==> src/rtl/muldiv_if.sv <==
// Handshake bundle between the control unit and muldiv_unit.
// master drives start/op/operands/mthi/mtlo/wr_data; slave returns busy/done/hi/lo.
interface muldiv_if #(
  parameter int DATA_W = 32
);
  logic              start;
  logic [1:0]        op;
  logic [DATA_W-1:0] rs_data;
  logic [DATA_W-1:0] rt_data;
  logic              mthi;
  logic              mtlo;
  logic [DATA_W-1:0] wr_data;
  logic              busy;
  logic              done;
  logic [DATA_W-1:0] hi;
  logic [DATA_W-1:0] lo;

  modport master (
    output start, op, rs_data, rt_data,
    output mthi, mtlo, wr_data,
    input  busy, done, hi, lo
  );

  modport slave (
    input  start, op, rs_data, rt_data,
    input  mthi, mtlo, wr_data,
    output busy, done, hi, lo
  );
endinterface

==> src/rtl/muldiv_unit.sv <==
// Iterative HI/LO multiply/divide unit (shift-add multiply, restoring divide).
// Ports: clk, rst (sync, active-high), bus (muldiv_if.slave). Option: MULDIV_FAST_MUL_EN.
module muldiv_unit #(
  parameter int DATA_W = 32
) (
  input logic     clk,
  input logic     rst,
  muldiv_if.slave bus
);
  localparam int CW = $clog2(DATA_W);
  localparam int W2 = 2 * DATA_W;

  typedef enum logic [1:0] {
    IDLE,
    RUN,
    FIX
  } state_t;

  state_t            state;
  logic [CW-1:0]     cnt;
  logic [1:0]        op_q;
  logic              sgn_a;
  logic              sgn_b;
  logic              b_zero;
  logic [DATA_W-1:0] m;
  logic [DATA_W-1:0] rs_raw;
  logic [W2-1:0]     acc;
  logic [DATA_W-1:0] hi_q;
  logic [DATA_W-1:0] lo_q;
  logic              busy_q;
  logic              done_q;

  assign bus.busy = busy_q;
  assign bus.done = done_q;
  assign bus.hi   = hi_q;
  assign bus.lo   = lo_q;

  // Operand magnitudes for the incoming op.
  logic              in_signed;
  logic [DATA_W-1:0] abs_rs;
  logic [DATA_W-1:0] abs_rt;

  assign in_signed = ~bus.op[0];
  assign abs_rs = (in_signed && bus.rs_data[DATA_W-1])
                ? -bus.rs_data : bus.rs_data;
  assign abs_rt = (in_signed && bus.rt_data[DATA_W-1])
                ? -bus.rt_data : bus.rt_data;

  // Multiply step: acc = {partial, multiplier}, add on LSB then shift.
  logic [DATA_W:0] msum;
  logic [W2-1:0]   mul_next;

  assign msum = {1'b0, acc[W2-1:DATA_W]}
              + (acc[0] ? {1'b0, m} : '0);
  assign mul_next = {msum, acc[DATA_W-1:1]};

  // Divide step: acc = {remainder, dividend/quotient}.
  logic [DATA_W:0] shl;
  logic [DATA_W:0] diff;
  logic [W2-1:0]   div_next;

  assign shl  = acc[W2-1:DATA_W-1];
  assign diff = shl - {1'b0, m};
  assign div_next = diff[DATA_W]
    ? {shl[DATA_W-1:0], acc[DATA_W-2:0], 1'b0}
    : {diff[DATA_W-1:0], acc[DATA_W-2:0], 1'b1};

  // Sign correction and result selection for FIX.
  logic              q_signed;
  logic [W2-1:0]     prod;
  logic [DATA_W-1:0] quo;
  logic [DATA_W-1:0] rem;
  logic [DATA_W-1:0] res_hi;
  logic [DATA_W-1:0] res_lo;

  assign q_signed = ~op_q[0];
  assign prod = (q_signed && (sgn_a ^ sgn_b)) ? -acc : acc;
  assign quo  = acc[DATA_W-1:0];
  assign rem  = acc[W2-1:DATA_W];

  always_comb begin
    res_hi = prod[W2-1:DATA_W];
    res_lo = prod[DATA_W-1:0];
    if (op_q[1]) begin
      if (b_zero) begin
        res_hi = rs_raw;
        res_lo = '1;
      end else begin
        res_lo = (q_signed && (sgn_a ^ sgn_b)) ? -quo : quo;
        res_hi = (q_signed && sgn_a) ? -rem : rem;
      end
    end
  end

`ifdef MULDIV_FAST_MUL_EN
  // Extending to 2*DATA_W makes one unsigned multiply serve both signednesses.
  logic [W2-1:0] ext_a;
  logic [W2-1:0] ext_b;
  logic [W2-1:0] fast_prod;

  assign ext_a = in_signed
    ? {{DATA_W{bus.rs_data[DATA_W-1]}}, bus.rs_data}
    : {{DATA_W{1'b0}}, bus.rs_data};
  assign ext_b = in_signed
    ? {{DATA_W{bus.rt_data[DATA_W-1]}}, bus.rt_data}
    : {{DATA_W{1'b0}}, bus.rt_data};
  assign fast_prod = ext_a * ext_b;
`endif

  always_ff @(posedge clk) begin
    if (rst) begin
      state  <= IDLE;
      cnt    <= '0;
      op_q   <= '0;
      sgn_a  <= 1'b0;
      sgn_b  <= 1'b0;
      b_zero <= 1'b0;
      m      <= '0;
      rs_raw <= '0;
      acc    <= '0;
      hi_q   <= '0;
      lo_q   <= '0;
      busy_q <= 1'b0;
      done_q <= 1'b0;
    end else begin
      done_q <= 1'b0;
      unique case (state)
        IDLE: begin
          if (bus.start) begin
`ifdef MULDIV_FAST_MUL_EN
            if (!bus.op[1]) begin
              hi_q   <= fast_prod[W2-1:DATA_W];
              lo_q   <= fast_prod[DATA_W-1:0];
              done_q <= 1'b1;
            end else begin
`else
            begin
`endif
              state  <= RUN;
              busy_q <= 1'b1;
              cnt    <= '0;
              op_q   <= bus.op;
              sgn_a  <= in_signed & bus.rs_data[DATA_W-1];
              sgn_b  <= in_signed & bus.rt_data[DATA_W-1];
              b_zero <= (bus.rt_data == '0);
              rs_raw <= bus.rs_data;
              if (bus.op[1]) begin
                m   <= abs_rt;
                acc <= {{DATA_W{1'b0}}, abs_rs};
              end else begin
                m   <= abs_rs;
                acc <= {{DATA_W{1'b0}}, abs_rt};
              end
            end
          end else begin
            if (bus.mthi) hi_q <= bus.wr_data;
            if (bus.mtlo) lo_q <= bus.wr_data;
          end
        end
        RUN: begin
          acc <= op_q[1] ? div_next : mul_next;
          cnt <= cnt + 1'b1;
          if (cnt == CW'(DATA_W - 1)) state <= FIX;
        end
        FIX: begin
          hi_q   <= res_hi;
          lo_q   <= res_lo;
          busy_q <= 1'b0;
          done_q <= 1'b1;
          cnt    <= '0;
          state  <= IDLE;
        end
        default: state <= IDLE;
      endcase
    end
  end
endmodule
==> src/flat_wrapper.sv <==
// flat-port wrapper written by rule: the top's interface ports become plain ports
module muldiv_unit_flat 
#(
  parameter int DATA_W = 32
)
  (clk, rst, bus_start, bus_op, bus_rs_data, bus_rt_data, bus_mthi, bus_mtlo, bus_wr_data, bus_busy, bus_done, bus_hi, bus_lo);
  muldiv_if #(.DATA_W(DATA_W)) bus_i ();
  input logic clk;
  input logic rst;
  input wire logic [$bits(bus_i.start)-1:0] bus_start;
  input wire logic [$bits(bus_i.op)-1:0] bus_op;
  input wire logic [$bits(bus_i.rs_data)-1:0] bus_rs_data;
  input wire logic [$bits(bus_i.rt_data)-1:0] bus_rt_data;
  input wire logic [$bits(bus_i.mthi)-1:0] bus_mthi;
  input wire logic [$bits(bus_i.mtlo)-1:0] bus_mtlo;
  input wire logic [$bits(bus_i.wr_data)-1:0] bus_wr_data;
  output wire logic [$bits(bus_i.busy)-1:0] bus_busy;
  output wire logic [$bits(bus_i.done)-1:0] bus_done;
  output wire logic [$bits(bus_i.hi)-1:0] bus_hi;
  output wire logic [$bits(bus_i.lo)-1:0] bus_lo;
  assign bus_i.start = bus_start;
  assign bus_i.op = bus_op;
  assign bus_i.rs_data = bus_rs_data;
  assign bus_i.rt_data = bus_rt_data;
  assign bus_i.mthi = bus_mthi;
  assign bus_i.mtlo = bus_mtlo;
  assign bus_i.wr_data = bus_wr_data;
  assign bus_busy = bus_i.busy;
  assign bus_done = bus_i.done;
  assign bus_hi = bus_i.hi;
  assign bus_lo = bus_i.lo;
  muldiv_unit #(.DATA_W(DATA_W)) u_core (.clk(clk), .rst(rst), .bus(bus_i));
endmodule
==> config.mk <==
export PLATFORM = sky130hd
export DESIGN_NAME = muldiv_unit_flat
export DESIGN_NICKNAME = d
export VERILOG_FILES = /design/src/rtl/muldiv_if.sv /design/src/rtl/muldiv_unit.sv /design/src/flat_wrapper.sv
export SDC_FILE = /design/constraint.sdc
export NUM_CORES = 1
export LEC_CHECK = 0
export CAP_MARGIN = 25
export CELL_PAD_IN_SITES_DETAIL_PLACEMENT = 0
export CELL_PAD_IN_SITES_GLOBAL_PLACEMENT = 1
export CORE_ASPECT_RATIO = 1.1
export CORE_MARGIN = 8
export CORE_UTILIZATION = 35
export CTS_BUF_LIST = sky130_fd_sc_hd__clkbuf_4 sky130_fd_sc_hd__clkbuf_8 sky130_fd_sc_hd__clkbuf_16
export CTS_CLUSTER_SIZE = 20
export DETAILED_ROUTE_END_ITERATION = 10
export PLACE_DENSITY_LB_ADDON = 0.1
export SLEW_MARGIN = 20
export SYNTH_ARGS = -nofsm -noshare
export SYNTH_HDL_FRONTEND = slang
export SYNTH_SLANG_ARGS = --single-unit
==> constraint.sdc <==
create_clock -name clk -period 4.4 [get_ports clk]
set_input_delay 0.88 -clock clk [delete_from_list [all_inputs] [get_ports clk]]
set_output_delay 0.88 -clock clk [all_outputs]
set_load 0.03 [all_outputs]
==> flow_metrics.env <==
export IMPL_p_leak_nw=8.13
export IMPL_dp_cells=3001
export IMPL_worst_path_buf_inv=2
export IMPL_slowest_delay_ps=480
export IMPL_drt_initial_drc_count=1502
export IMPL_max_slew_margin_rel_pct=31.4
export IMPL_path_cells="inv_1, fa_1, nand2b_1, a21oi_1, o21ai_1, o31a_1, o21ba_2, xnor2_4, buf_4, mux2i_1, a221o_1"
export IMPL_die_w_um=225
export IMPL_cts_buffers=27
export IMPL_report_power_total_mw=6.15
export IMPL_clk_pin_slew_ps=60
export IMPL_dp_hpwl_um=59700
export IMPL_crit_type="register to register"
export IMPL_slew_viol_final=0
export IMPL_ys_seq_elements=206
export IMPL_design_area_mm2=0.0202
export IMPL_grt_pass1_vias=17300
export IMPL_rows=84
export IMPL_clock_skew_ps=31.1
export IMPL_port_buffer_count=168
export IMPL_drtAntennaViolNets=0
export IMPL_final_cell_mix="245 x nor2_1, 241 x nand2_1, 235 x a21oi_1"
export IMPL_place_area_mm2=0.0193
export IMPL_hold_start="u_core.rs_raw[18]"
export IMPL_postCtsSetupBuffers=0
export IMPL_syn_area_per_cell_um2=7.39
export IMPL_critPathLaunchType="register"
export IMPL_required_ps=4840
export IMPL_remaining_drc_errors=0
export IMPL_hold_ws_ps=453
export IMPL_start_util_pct=35.3
export IMPL_grt_max_degree=74
export IMPL_core_area_mm2=0.0476
export IMPL_ctsHtreeMaxLevel=1
export IMPL_postCtsResizedCells=0
export IMPL_arrival_ps=4280
export IMPL_synth_flop_cell="dfxtp_1"
export IMPL_fin_crit_sh_pct=87.3
export IMPL_area_delta_synth_final_pct=20.5
export IMPL_clock_path_buffers=3
export IMPL_r2r_start="u_core.acc[32]"
export IMPL_timing_critical_path_max_delay_family="compound AO/OA/AOI/OAI gates"
export IMPL_hold_class="register to register"
export IMPL_layout_cells_non_filler=3051
export IMPL_finalSetupViolCount=0
export IMPL_nets=2560
export IMPL_synthCells=2274
export IMPL_period_minus_slack_ps=3840
export IMPL_yosys_cell_types_count=82
export IMPL_startpoint="u_core.acc[32]"
export IMPL_die_h_um=246
export IMPL_synth_nets=2449
export IMPL_synthArstFlopShare_pct=0
export IMPL_drive_above_1_share_pct=7.86
export IMPL_endpoint_kind="register"
export IMPL_synth_edf_count=0
export IMPL_drt_total_wl_um=76400
export IMPL_cp_slowest_cell="dfxtp_1"
export IMPL_routed_via_density=5.88
export IMPL_drt_pass1_iter_count=7
export IMPL_grt_first_pass_wirelength_um=113000
export IMPL_clkLatencyLatePin_ps=580
export IMPL_fillCellCount=4931
export IMPL_grt_antenna_before_repair=0
export IMPL_ys_warn_count=0
export IMPL_cp_max_fo=17
export IMPL_die_area_mm2=0.0553
export IMPL_powerDensity_mw_per_mm2=304
export IMPL_rsz0062_at_grt="false"
export IMPL_final_setup_tns_ps=0
export IMPL_mostFrequentLayoutCell="nor2_1"
export IMPL_grtUsageTotal_pct=26.7
export IMPL_ir_drop_uv=317
export IMPL_clock_fmax_ghz=0.260
export IMPL_tightest_slew_ps=1030
export IMPL_holdBufCountCts=0
export IMPL_cts_tree="yes"
export IMPL_place_congestion=0.945
export IMPL_ys_seq_area_share_pct=24.5
export IMPL_pin_count=169
export IMPL_grt_overflow=0
export IMPL_avgRoutedWirePerCell_um=25.0
export IMPL_num_vias=17900
export IMPL_clkSinkCount=206
export IMPL_root_buffer="clkbuf_16"
export IMPL_netlist_area_mm2=0.0168
export IMPL_status="completed"
export IMPL_finalHoldViolations=0
export IMPL_drv_cap=0
==> per-stage QoR <==
| step | worst slack, ps | util, % |
|---|---|---|
| final | 557 | 42.5 |
| after global routing | 323 | 42.5 |
| after CTS | 560 | 42.5 |
| after detailed placement | 487 | 40.6 |
| after global placement | 510 | 40.6 |
| after floorplan | 1180 | - |
==> cell usage after synthesis (22+ instances only) <==
cell / number / area, um^2
clkbuf_1: 135 / 507
nand2_1: 243 / 912
a21o_1: 38 / 285
nor3_1: 59 / 295
a21oi_1: 236 / 1180
a221oi_1: 37 / 324
dfxtp_1: 206 / 4120
inv_1: 71 / 267
a31oi_1: 35 / 219
mux2i_1: 98 / 981
xor2_1: 85 / 744
and3_1: 25 / 156
o22ai_1: 26 / 163
xnor2_1: 105 / 920
ha_1: 70 / 876
o211ai_1: 23 / 173
a22oi_1: 22 / 165
nand3_1: 29 / 145
o21ai_0: 114 / 571
nor2_1: 247 / 927
a211oi_1: 41 / 308
==> worst paths after layout <==
check	to	slack, ps	depth (start not counted)
min reg2reg	u_core.rs_raw[18]	450	2
max	u_core.acc[37]	560	11
max reg2reg	u_core.acc[37]	560	11
min	u_core.rs_raw[18]	450	2
==> final cells by class <==
cell class | count | area, um^2 | area share (%)
Antenna cell | 1 | 2.50 | 0.0124
Tap cell | 645 | 807 | 3.99
Inverter | 73 | 274 | 1.35
Timing Repair Buffer | 250 | 2330 | 11.5
Clock inverter | 8 | 82.6 | 0.408
Clock buffer | 41 | 843 | 4.17
Multi-Input combinational cell | 1827 | 11800 | 58.2
Sequential cell | 206 | 4130 | 20.4
==> cell families (layout without fill, tap and decap cells) <==
group	Yosys count	in the layout	share of synthesized area, %
flip-flops	206	206	24.5
XOR/XNOR	191	191	10.0
AO/OA/AOI/OAI	717	717	27.7
multiplexers	108	108	6.51
buffers and inverters	241	372	5.62
AND/OR/NAND/NOR	739	739	20.2
other	0	1	0
adder cells (fa/ha/maj)	72	72	5.45
==> sequential cells by signal, summed over array words and instances (netlist names) <==
signal	cells
u_core.acc	64
u_core.b_zero	1
u_core.bus.busy	1
u_core.bus.done	1
u_core.bus.hi	32
u_core.bus.lo	32
u_core.cnt	5
u_core.m	32
u_core.op_q	2
u_core.rs_raw	32
u_core.sgn_a	1
u_core.sgn_b	1
u_core.state	2
==> power by group <==
part | internal (mW) | total [mW] | switching, mW
logic | 0.658 | 1.74 | 1.08
registers | 1.97 | 2.10 | 0.128
clock network | 1.38 | 2.31 | 0.933
==> worst min-delay path: cells and delay by family, from the launching register on <==
family	cells	cell delay, ps
AO/OA/AOI/OAI	1	50
flip-flops	1	310
AND/OR/NAND/NOR	1	50
==> routing by layer <==
metal / GRT usage, % / part of all wire, % / vias to the layer above
li1: - / - / 8483
met1: 35.1 / 43 / 8713
met2: 44.3 / 47 / 638
met3: 3.16 / 5.9 / 114
met4: 10.1 / 4.1 / 0
met5: 0 / 0 / -
(Power assumes the default switching activity.)
